--- src/rtl/systolic_pkg.sv ---
// Shared definitions for the systolic array feed path: element width,
// the +0.0 padding pattern and the input skewer state encoding.
package systolic_pkg;

    localparam int DATA_W = 64;
    localparam logic [DATA_W-1:0] ZERO_DATA = 64'h0;

    typedef enum logic [1:0] {
        IDLE  = 2'd0,
        FEED  = 2'd1,
        FLUSH = 2'd2
    } skew_state_e;

endpackage

--- src/rtl/skew_delay_line.sv ---
// DEPTH-stage data+valid shift register; stage 0 registers the input, the
// last stage drives the outputs. Synchronous active-low clear.
module skew_delay_line #(
    parameter int DEPTH  = 1,
    parameter int DATA_W = 64
) (
    input  logic              clk,
    input  logic              clr_n,
    input  logic [DATA_W-1:0] data_i,
    input  logic              valid_i,
    output logic [DATA_W-1:0] data_o,
    output logic              valid_o
);

    logic [DEPTH-1:0][DATA_W-1:0] data_q;
    logic [DEPTH-1:0]             valid_q;

    // Shift chain: every stage advances each cycle, clear wipes in-flight operands
    always_ff @(posedge clk) begin
        if (!clr_n) begin
            data_q  <= '0;
            valid_q <= '0;
        end else begin
            data_q[0]  <= data_i;
            valid_q[0] <= valid_i;
            for (int k = 1; k < DEPTH; k++) begin
                data_q[k]  <= data_q[k-1];
                valid_q[k] <= valid_q[k-1];
            end
        end
    end

    assign data_o  = data_q[DEPTH-1];
    assign valid_o = valid_q[DEPTH-1];

endmodule

--- src/rtl/systolic_input_skewer.sv ---
// Feeds the PE array's left edge: lane i of each accepted row vector is delayed
// by i extra cycles, idle slots carry +0.0 with valid low, done marks burst end.
module systolic_input_skewer #(
    parameter int N      = 4,
    parameter int DATA_W = systolic_pkg::DATA_W,
    parameter int LEN_W  = 16
) (
    input  logic                clk,
    input  logic                reset,
    input  logic                start,
    input  logic [LEN_W-1:0]    len,
    input  logic                in_valid,
    output logic                in_ready,
    input  logic [N*DATA_W-1:0] in_data,
    output logic [N*DATA_W-1:0] out_data,
    output logic [N-1:0]        out_lane_valid,
    output logic                busy,
    output logic                done
);

    import systolic_pkg::*;

    localparam int CNT_W = (N > 1) ? $clog2(N) : 1;
    localparam logic [CNT_W-1:0] FLUSH_INIT = CNT_W'(N - 1);
    localparam bit SINGLE_LANE = (N == 1);

    skew_state_e      state_q, state_d;
    logic [LEN_W-1:0] remaining_q, remaining_d;
    logic [CNT_W-1:0] flush_cnt_q, flush_cnt_d;
    logic             done_q, done_d;
    logic             accept_s;

    assign in_ready = (state_q == FEED);
    assign busy     = (state_q != IDLE);
    assign done     = done_q;
    assign accept_s = in_valid & in_ready;

    // Next-state logic: burst length tracking and the drain countdown
    always_comb begin
        state_d     = state_q;
        remaining_d = remaining_q;
        flush_cnt_d = flush_cnt_q;
        done_d      = 1'b0;
        case (state_q)
            IDLE: begin
                if (start) begin
                    if (len == LEN_W'(0)) begin
                        done_d = 1'b1;
                    end else begin
                        state_d     = FEED;
                        remaining_d = len;
                    end
                end else begin
                    state_d = IDLE;
                end
            end
            FEED: begin
                if (accept_s) begin
                    remaining_d = remaining_q - LEN_W'(1);
                    if (remaining_q == LEN_W'(1)) begin
                        if (SINGLE_LANE) begin
                            state_d = IDLE;
                            done_d  = 1'b1;
                        end else begin
                            state_d     = FLUSH;
                            flush_cnt_d = FLUSH_INIT;
                        end
                    end else begin
                        state_d = FEED;
                    end
                end else begin
                    state_d = FEED;
                end
            end
            FLUSH: begin
                flush_cnt_d = flush_cnt_q - CNT_W'(1);
                // The edge that empties the countdown is the one that puts the
                // final element on lane N-1, so done and IDLE coincide with it.
                if (flush_cnt_q == CNT_W'(1)) begin
                    state_d = IDLE;
                    done_d  = 1'b1;
                end else begin
                    state_d = FLUSH;
                end
            end
            default: begin
                state_d     = IDLE;
                remaining_d = LEN_W'(0);
                flush_cnt_d = CNT_W'(0);
            end
        endcase
    end

    // Control registers
    always_ff @(posedge clk) begin
        if (!reset) begin
            state_q     <= IDLE;
            remaining_q <= LEN_W'(0);
            flush_cnt_q <= CNT_W'(0);
            done_q      <= 1'b0;
        end else begin
            state_q     <= state_d;
            remaining_q <= remaining_d;
            flush_cnt_q <= flush_cnt_d;
            done_q      <= done_d;
        end
    end

    for (genvar i = 0; i < N; i++) begin : g_lane
        logic [DATA_W-1:0] lane_in_s;

        assign lane_in_s = accept_s ? in_data[i*DATA_W +: DATA_W] : DATA_W'(ZERO_DATA);

        skew_delay_line #(
            .DEPTH  (i + 1),
            .DATA_W (DATA_W)
        ) u_delay (
            .clk     (clk),
            .clr_n   (reset),
            .data_i  (lane_in_s),
            .valid_i (accept_s),
            .data_o  (out_data[i*DATA_W +: DATA_W]),
            .valid_o (out_lane_valid[i])
        );
    end

endmodule

--- config.mk ---
export PLATFORM = sky130hd
export DESIGN_NAME = systolic_input_skewer
export DESIGN_NICKNAME = d
export VERILOG_FILES = /design/src/rtl/systolic_pkg.sv /design/src/rtl/skew_delay_line.sv /design/src/rtl/systolic_input_skewer.sv
export SDC_FILE = /design/constraint.sdc
export NUM_CORES = 1
export LEC_CHECK = 0
export BUFFER_PORTS_ARGS = -buffer_cell sky130_fd_sc_hd__clkbuf_2
export CAP_MARGIN = 30
export CORE_MARGIN = 1.5
export CORE_UTILIZATION = 53
export DETAILED_ROUTE_END_ITERATION = 6
export HOLD_SLACK_MARGIN = 0.05
export PLACE_DENSITY = 0.79
export REMOVE_ABC_BUFFERS = 1
export SLEW_MARGIN = 20
export SYNTH_ARGS = -nofsm -noshare
export SYNTH_HDL_FRONTEND = slang
export SYNTH_HIERARCHICAL = 1
export SYNTH_SLANG_ARGS = --single-unit
--- constraint.sdc ---
create_clock -name clk -period 2.6 [get_ports clk]
set_clock_uncertainty 0.05 [all_clocks]
set_input_delay 0.52 -clock clk [delete_from_list [all_inputs] [get_ports clk]]
set_output_delay 0.52 -clock clk [all_outputs]
set_load 0.005 [all_outputs]
==> results of run 1 <==
[cell usage in the layout, fill, tap and decap left out, drive strengths merged, types with 5 or more instances in the layout]
cell type / Yosys / layout
nand2: 32 / 32
clkinv: 0 / 15
and2: 652 / 652
bufinv: 0 / 9
nor2: 10 / 10
nor3: 5 / 5
a21oi: 11 / 11
inv: 13 / 17
and3: 257 / 257
ha: 7 / 7
buf: 256 / 25
clkbuf: 75 / 622
dfxtp: 671 / 671
o21ai: 13 / 13
nand3: 9 / 9
clkinvlp: 0 / 6
[critical path, stage by stage (launching register included)]
cell and delay [ns]:
dfxtp_1 0.34, inv_1 0.12, ha_4 0.17, buf_4 0.43, clkbuf_2 0.21
[registers in the layout, indices dropped and copies added (netlist names)]
signal	flops
g_lane.u_delay/valid_q	9
remaining_q	16
state_q	2
done	1
g_lane.u_delay/data_q	384
g_lane.u_delay/data_o	256
flush_cnt_q	2
g_lane.u_delay/valid_o	1
[cell type report]
type	instances	area, sq um
multi-input combinational	1053	6630
clock inverter	34	500
antenna	4	10.0
timing repair buffer	561	2970
tap	539	674
inverter	13	48.8
sequential	671	13400
clock buffer	86	1900
fill	3358	15800
[power breakdown]
part / switching, mW / total [mW] / internal (mW) / leakage [nW]
clock: 4.01 / 10.1 / 6.14 / 1.17
combinational: 0.608 / 1.09 / 0.484 / 6.31
sequential: 0.0695 / 10.5 / 10.5 / 5.42
total: 4.69 / 21.8 / 17.1 / 12.9
[per-layer routing]
metal,wire length [um],GRT usage
met5,27,0
met1,19000,0.240
met2,22400,0.351
met3,2630,0.0531
met4,1600,0.0850
[path summary, 6_finish.rpt]
| path | endpoint | start | cells after the start |
|---|---|---|---|
| hold reg to reg | g_lane[3].u_delay/data_q[141] | g_lane[3].u_delay/data_q[77] | 1 |
| setup reg to reg | remaining_q[9] | state_q[0] | 6 |
| hold / removal | remaining_q[11] | len[11] | 3 |
| setup / recovery | in_ready | state_q[1] | 4 |
[cells by family (layout without fill, tap and decap cells)]
| kind of cell | Yosys count | count (layout) | synth area share |
|---|---|---|---|
| and+or+nand+nor | 985 | 985 | 0.270 |
| other | 0 | 4 | 0 |
| muxes | 2 | 2 | 0.000890 |
| adders and majority gates | 7 | 7 | 0.00389 |
| xor gates and xnor gates | 2 | 2 | 0.000779 |
| AOI/OAI and AO/OA | 57 | 57 | 0.0181 |
| buffers and inverters | 344 | 694 | 0.109 |
| DFF | 671 | 671 | 0.597 |
[metrics by stage]
| step | utilization | instances | setup TNS, ns | area (sq um) |
|---|---|---|---|---|
| global placement | 0.566 | 2837 | 0 | 23800 |
| detailed placement | 0.566 | 2837 | 0 | 23800 |
| finish | 0.624 | 2961 | 0 | 26200 |
| global route | 0.624 | 2960 | 0 | 26200 |
| floorplan | - | 1737 | -464.00 | 20100 |
| CTS | 0.623 | 2957 | 0 | 26200 |
==> out/qor.csv, run 1 <==
stage,metric,value,unit
global_route,largest net degree at the start of global routing,206,
synth,register area share after synthesis,0.597,
clock_network,H-tree Lvls,3,
hold_path,HP Class,primary input to flip-flop,
detailed_routing,First DRT Iteration DRCs,694,
clock_network,Clock Sinks,671,
synth,synthesized area,0.0225,sq mm
sta,Slew @ Worst Pin,0.868,ns
clock_network,Post-CTS Setup Inserts,0,
detailed_routing,routed len/inst,15.4,um
clock_network,clock latency on the worst-skew pair,0.59,ns
final_layout,layout cells sized above 1,0.285,
floorplan,Initial Utilization,0.536,
clock_network,hold-fix buffers at CTS,0,
detailed_routing,first drt pass iteration count,5,
sta,Rel. slew slack,0.421,
sta,final hold vios,0,
run,maxcap violations,0,
placement,final RePlAce weighted congestion,0.844,
synth,most common cell in the netlist,dfxtp_1,
sta,fin crit share,0.939,
floorplan,die area,0.0437,sq mm
sta,final worst setup slack,0.158,ns
clock_network,clock buffer depth,3,
sta,min Tclk post-route,2.44,ns
detailed_routing,final wirelength,45.6,mm
sta,Max Freq,410,MHz
synth,register bit total from synthesis,671,
synth,YS warnings,6,
synth,post-synth top area share,0.597,
synth,Post-synth ARST share,0,
power,Leak,12.9,nW
floorplan,DIE HEIGHT,209,um
global_route,global-route wire length before repair,71.6,mm
synth,Cells after Synth,2068,
floorplan,Die Width,209,um
synth,Synth cell types,54,
synth,syn_area_per_cell,10.9,sq um
sta,RSZ-0062 raised after global routing,false,
power,power density over the cells,832,mW/mm^2
global_route,GRT Resource Usage Total,0.204,
status,status,"finished, final reports clean",
detailed_routing,Via density,4.70,
synth,Synth area leader,dfxtp_1,
placement,dpl ws,0.389,ns
synth,top post-synthesis cells by area,"dfxtp_1 60%, and2_1 18%, and3_1 7.1%, buf_4 6.4%, buf_6 2.9%",
clock_network,post_cts resized,0,
floorplan,Top Ports,539,
clock_network,CTS Buf Count,67,
power,Design Power,21.8,mW
sta,final setup fails,0,
clock_network,CTS tree,yes,
detailed_routing,ANT nets after route,0,
floorplan,Rows,75,
placement,count of input and output buffers,538,
global_route,Overflow after GRT,0,
placement,detailed placement HPWL,30.1,mm
final_layout,nets@finish,2650,
worst_setup_path,crit start category,flip-flop,
clock_network,CTS Root Cell,clkbuf_16,
worst_setup_path,r2r setup slk,0.37,ns
floorplan,Core Region,0.0419,sq mm
worst_setup_path,crit end category,output pin,
synth,top post-synthesis cells by count,"671 x dfxtp_1, 652 x and2_1, 257 x and3_1, 193 x buf_4, 75 x clkbuf_1",
worst_setup_path,Worst Setup Path Type,flip-flop to output pin,
power,Peak VDD IR,617,uV
worst_setup_path,worst-path maximum fanout,55,
synth,"EDFF count, synth",0,
clock_network,Worst-path clk slew,0.06,ns
global_route,vias in the first global route,13886,
detailed_routing,Via Count,13931,
sta,Hold Worst Slack,0.190,ns
final_layout,synthesis-to-finish area growth,16.3,%
sta,Slew Limit Fails,0,
worst_setup_path,WP data required,2.03,ns
synth,prevailing post-synth register cell,dfxtp_1,
worst_setup_path,"Arr. time, crit path",1.87,ns
detailed_routing,number of remaining DRC errors,0,
global_route,initial antenna violation count,6,
No activity file was read; power rests on OpenSTA's default activity.
==> inputs of run 2 (changes only) <==
--- a/config.mk
+++ b/config.mk
@@ -9,6 +9,7 @@
 export CAP_MARGIN = 30
 export CORE_MARGIN = 1.5
 export CORE_UTILIZATION = 53
+export CTS_CLUSTER_DIAMETER = 120
 export DETAILED_ROUTE_END_ITERATION = 6
 export HOLD_SLACK_MARGIN = 0.05
 export PLACE_DENSITY = 0.79
==> constraint.sdc (replaced) <==
create_clock -name clk -period 2.6 [get_ports clk]
set_clock_uncertainty 0.05 [all_clocks]
set_input_delay 0.52 -clock clk [delete_from_list [all_inputs] [get_ports clk]]
set_output_delay 0.52 -clock clk [all_outputs]
set_load 0.01 [all_outputs]
==> out/qor.csv, run 2 (synthesized netlist as in run 1, its figures left out) <==
stage,metric,value,unit
worst_setup_path,r2r setup slk,0.31,ns
worst_setup_path,critical path's top delay family,buffers and inverters,
worst_setup_path,crit start category,flip-flop,
clock_network,clock buffer depth,3,
worst_setup_path,worst r2r src,state_q[0],
worst_setup_path,worst-path maximum fanout,16,
power,Psw,4.46,mW
floorplan,Rows,75,
floorplan,Die Width,209,um
detailed_routing,Via density,4.67,
placement,detailed placement HPWL,29.7,mm
sta,fin crit share,0.954,
worst_setup_path,CP Launch Point,state_q[0],
worst_setup_path,CP endpoint,busy,
power,Comb pwr share,0.053,
clock_network,H-tree Lvls,2,
global_route,GRT Resource Usage Total,0.201,
floorplan,DIE HEIGHT,209,um
worst_setup_path,Worst path depth,5,
final_layout,fill count,3343,
final_layout,"most common cell after layout, fill and taps aside",dfxtp_1,
floorplan,Top Ports,539,
status,status,"finished, final reports clean",
worst_setup_path,Critical path buffers and inverters,4,
power,Design Power,20.7,mW
worst_setup_path,WP data required,2.03,ns
sta,final hold vios,0,
sta,Slew @ Worst Pin,0.744,ns
final_layout,layout cells sized above 1,0.278,
hold_path,HP Class,primary input to flip-flop,
placement,count of input and output buffers,538,
sta,final setup fails,0,
power,clock power share,0.437,
detailed_routing,Via Count,13765,
worst_setup_path,CP most frequent cell,inv_1,
detailed_routing,number of remaining DRC errors,0,
worst_setup_path,Worst path max stage delay,0.43,ns
sta,min Tclk post-route,2.48,ns
final_layout,"commonest cells after routing, fill and taps aside","671 x dfxtp_1, 652 x and2_1, 536 x clkbuf_2, 257 x and3_1, 62 x clkbuf_16",
worst_setup_path,CP Cell Sequence,inv_1 > ha_1 > buf_4 > inv_1 > clkbuf_2,
clock_network,hold-fix buffers at CTS,0,
sta,Slew Limit Fails,0,
power,power density over the cells,800,mW/mm^2
worst_setup_path,Reg-to-Reg End,remaining_q[3],
clock_network,CTS Buf Count,61,
worst_setup_path,crit end category,output pin,
power,Peak VDD IR,530,uV
global_route,initial antenna violation count,5,
global_route,largest net degree at the start of global routing,147,
global_route,vias in the first global route,13651,
sta,RSZ-0062 raised after global routing,false,
power,Leak,12.7,nW
floorplan,Initial Utilization,0.536,
worst_setup_path,path depth of the worst reg2reg path,6,
power,Pint,16.2,mW
worst_setup_path,Worst Setup Path Type,flip-flop to output pin,
power,Reg power frac,0.510,
detailed_routing,First DRT Iteration DRCs,677,
global_route,global-route wire length before repair,70.4,mm
clock_network,Clock Sinks,671,
detailed_routing,routed len/inst,15.2,um
worst_setup_path,"Arr. time, crit path",1.91,ns
sta,Rel. slew slack,0.499,
final_layout,Biggest register,g_lane.u_delay/data_q,
detailed_routing,first drt pass iteration count,5,
final_layout,Largest register FFs,384,
floorplan,Core Region,0.0419,sq mm
sta,Setup TNS,0,ns
clock_network,Worst-path clk slew,0.06,ns
final_layout,nets@finish,2641,
power,sw frac,0.216,
sta,Max Freq,403,MHz
detailed_routing,final wirelength,44.7,mm
floorplan,die area,0.0437,sq mm
clock_network,CTS tree,yes,
global_route,Overflow after GRT,0,
worst_setup_path,Crit-path slowest cell,dfxtp_1,
placement,final RePlAce weighted congestion,0.856,
clock_network,CTS Root Cell,clkbuf_16,
detailed_routing,ANT nets after route,0,
clock_network,clock latency on the worst-skew pair,0.61,ns
final_layout,synthesis-to-finish area growth,14.8,%
run,maxcap violations,0,
==> run 2: cell types whose count changed in the layout (fill, tap and decap cells not counted), sizes merged <==
cell	previous run	this run
inv	17	18
bufinv	9	6
buf	25	22
clkinv	15	12
diode	4	3
clkinvlp	6	4
clkbuf	622	619
==> run 2: routing by layer <==
layer	vias up	track usage	wire length, um	share of wire
met2	402	0.342	21600	0.48
met5	-	0	26	0.00058
met4	4	0.102	2010	0.045
li1	6932	-	-	-
met1	6314	0.235	18300	0.41
met3	113	0.0506	2830	0.063
==> run 2: worst min path at each step <==
stage	start	endpoint	slack, ns	cells after the start
finish	len[11]	remaining_q[11]	0.18	3
global route	in_data[169]	g_lane[2].u_delay/data_q[41]	0.17	3
CTS	len[11]	remaining_q[11]	0.14	3
detailed placement	g_lane[1].u_delay/data_q[6]	g_lane[1].u_delay/data_o[6]	0.37	1
global placement	g_lane[2].u_delay/data_q[57]	g_lane[2].u_delay/data_q[121]	0.36	1
floorplan	g_lane[1].u_delay/data_q[0]	g_lane[1].u_delay/data_o[0]	0.36	1
==> run 2: stage by stage <==
| step | cells | util | worst slack [ns] | hold slack (ns) | instance area, sq um |
|---|---|---|---|---|---|
| final | 2947 | 0.615 | 0.120 | 0.177 | 25800 |
| after global routing | 2946 | 0.615 | 0.0274 | 0.172 | 25800 |
| after CTS | 2944 | 0.615 | 0.0148 | 0.137 | 25800 |
| after detailed placement | 2834 | 0.566 | 0.368 | 0.367 | 23700 |
| after global placement | 2834 | 0.566 | 0.441 | 0.363 | 23700 |
| after floorplan | 1737 | - | -2.13 | 0.362 | 20100 |
==> run 2: cell type report <==
| class | instances | area, sq um | area share |
|---|---|---|---|
| Sequential cell | 671 | 13400 | 0.520 |
| Inverter | 13 | 48.8 | 0.00189 |
| Tap cell | 539 | 674 | 0.0261 |
| Clock inverter | 27 | 344 | 0.0133 |
| Multi-Input combinational cell | 1053 | 6630 | 0.257 |
| Timing Repair Buffer | 558 | 2960 | 0.115 |
| Antenna cell | 3 | 7.51 | 0.000291 |
| Clock buffer | 83 | 1720 | 0.0666 |
==> run 2: power by group through the flow <==
stage                     sequential [mW]  clock, mW  combinational (mW)
after floorplan                      10.8          0               0.467
after global placement               10.8          0                1.09
after detailed placement             10.8          0                1.10
after CTS                            10.5       9.26                1.11
after global routing                 10.5       9.69                1.23
final                                10.5       9.03                1.10
==> run 2: worst reg2reg max path: stages, from the launching register on <==
cell	delay (ns)
dfxtp_1	0.43
inv_1	0.10
ha_1	0.28
a221oi_2	0.41
o21a_1	0.52
a21oi_1	0.15
a31o_2	0.23
==> run 2: what timing repair did <==
action	4_1_cts	5_1_grt
buffers inserted	0	0
resized for setup	0	1
hold endpoints to repair	0	0
setup endpoints to repair	0	1
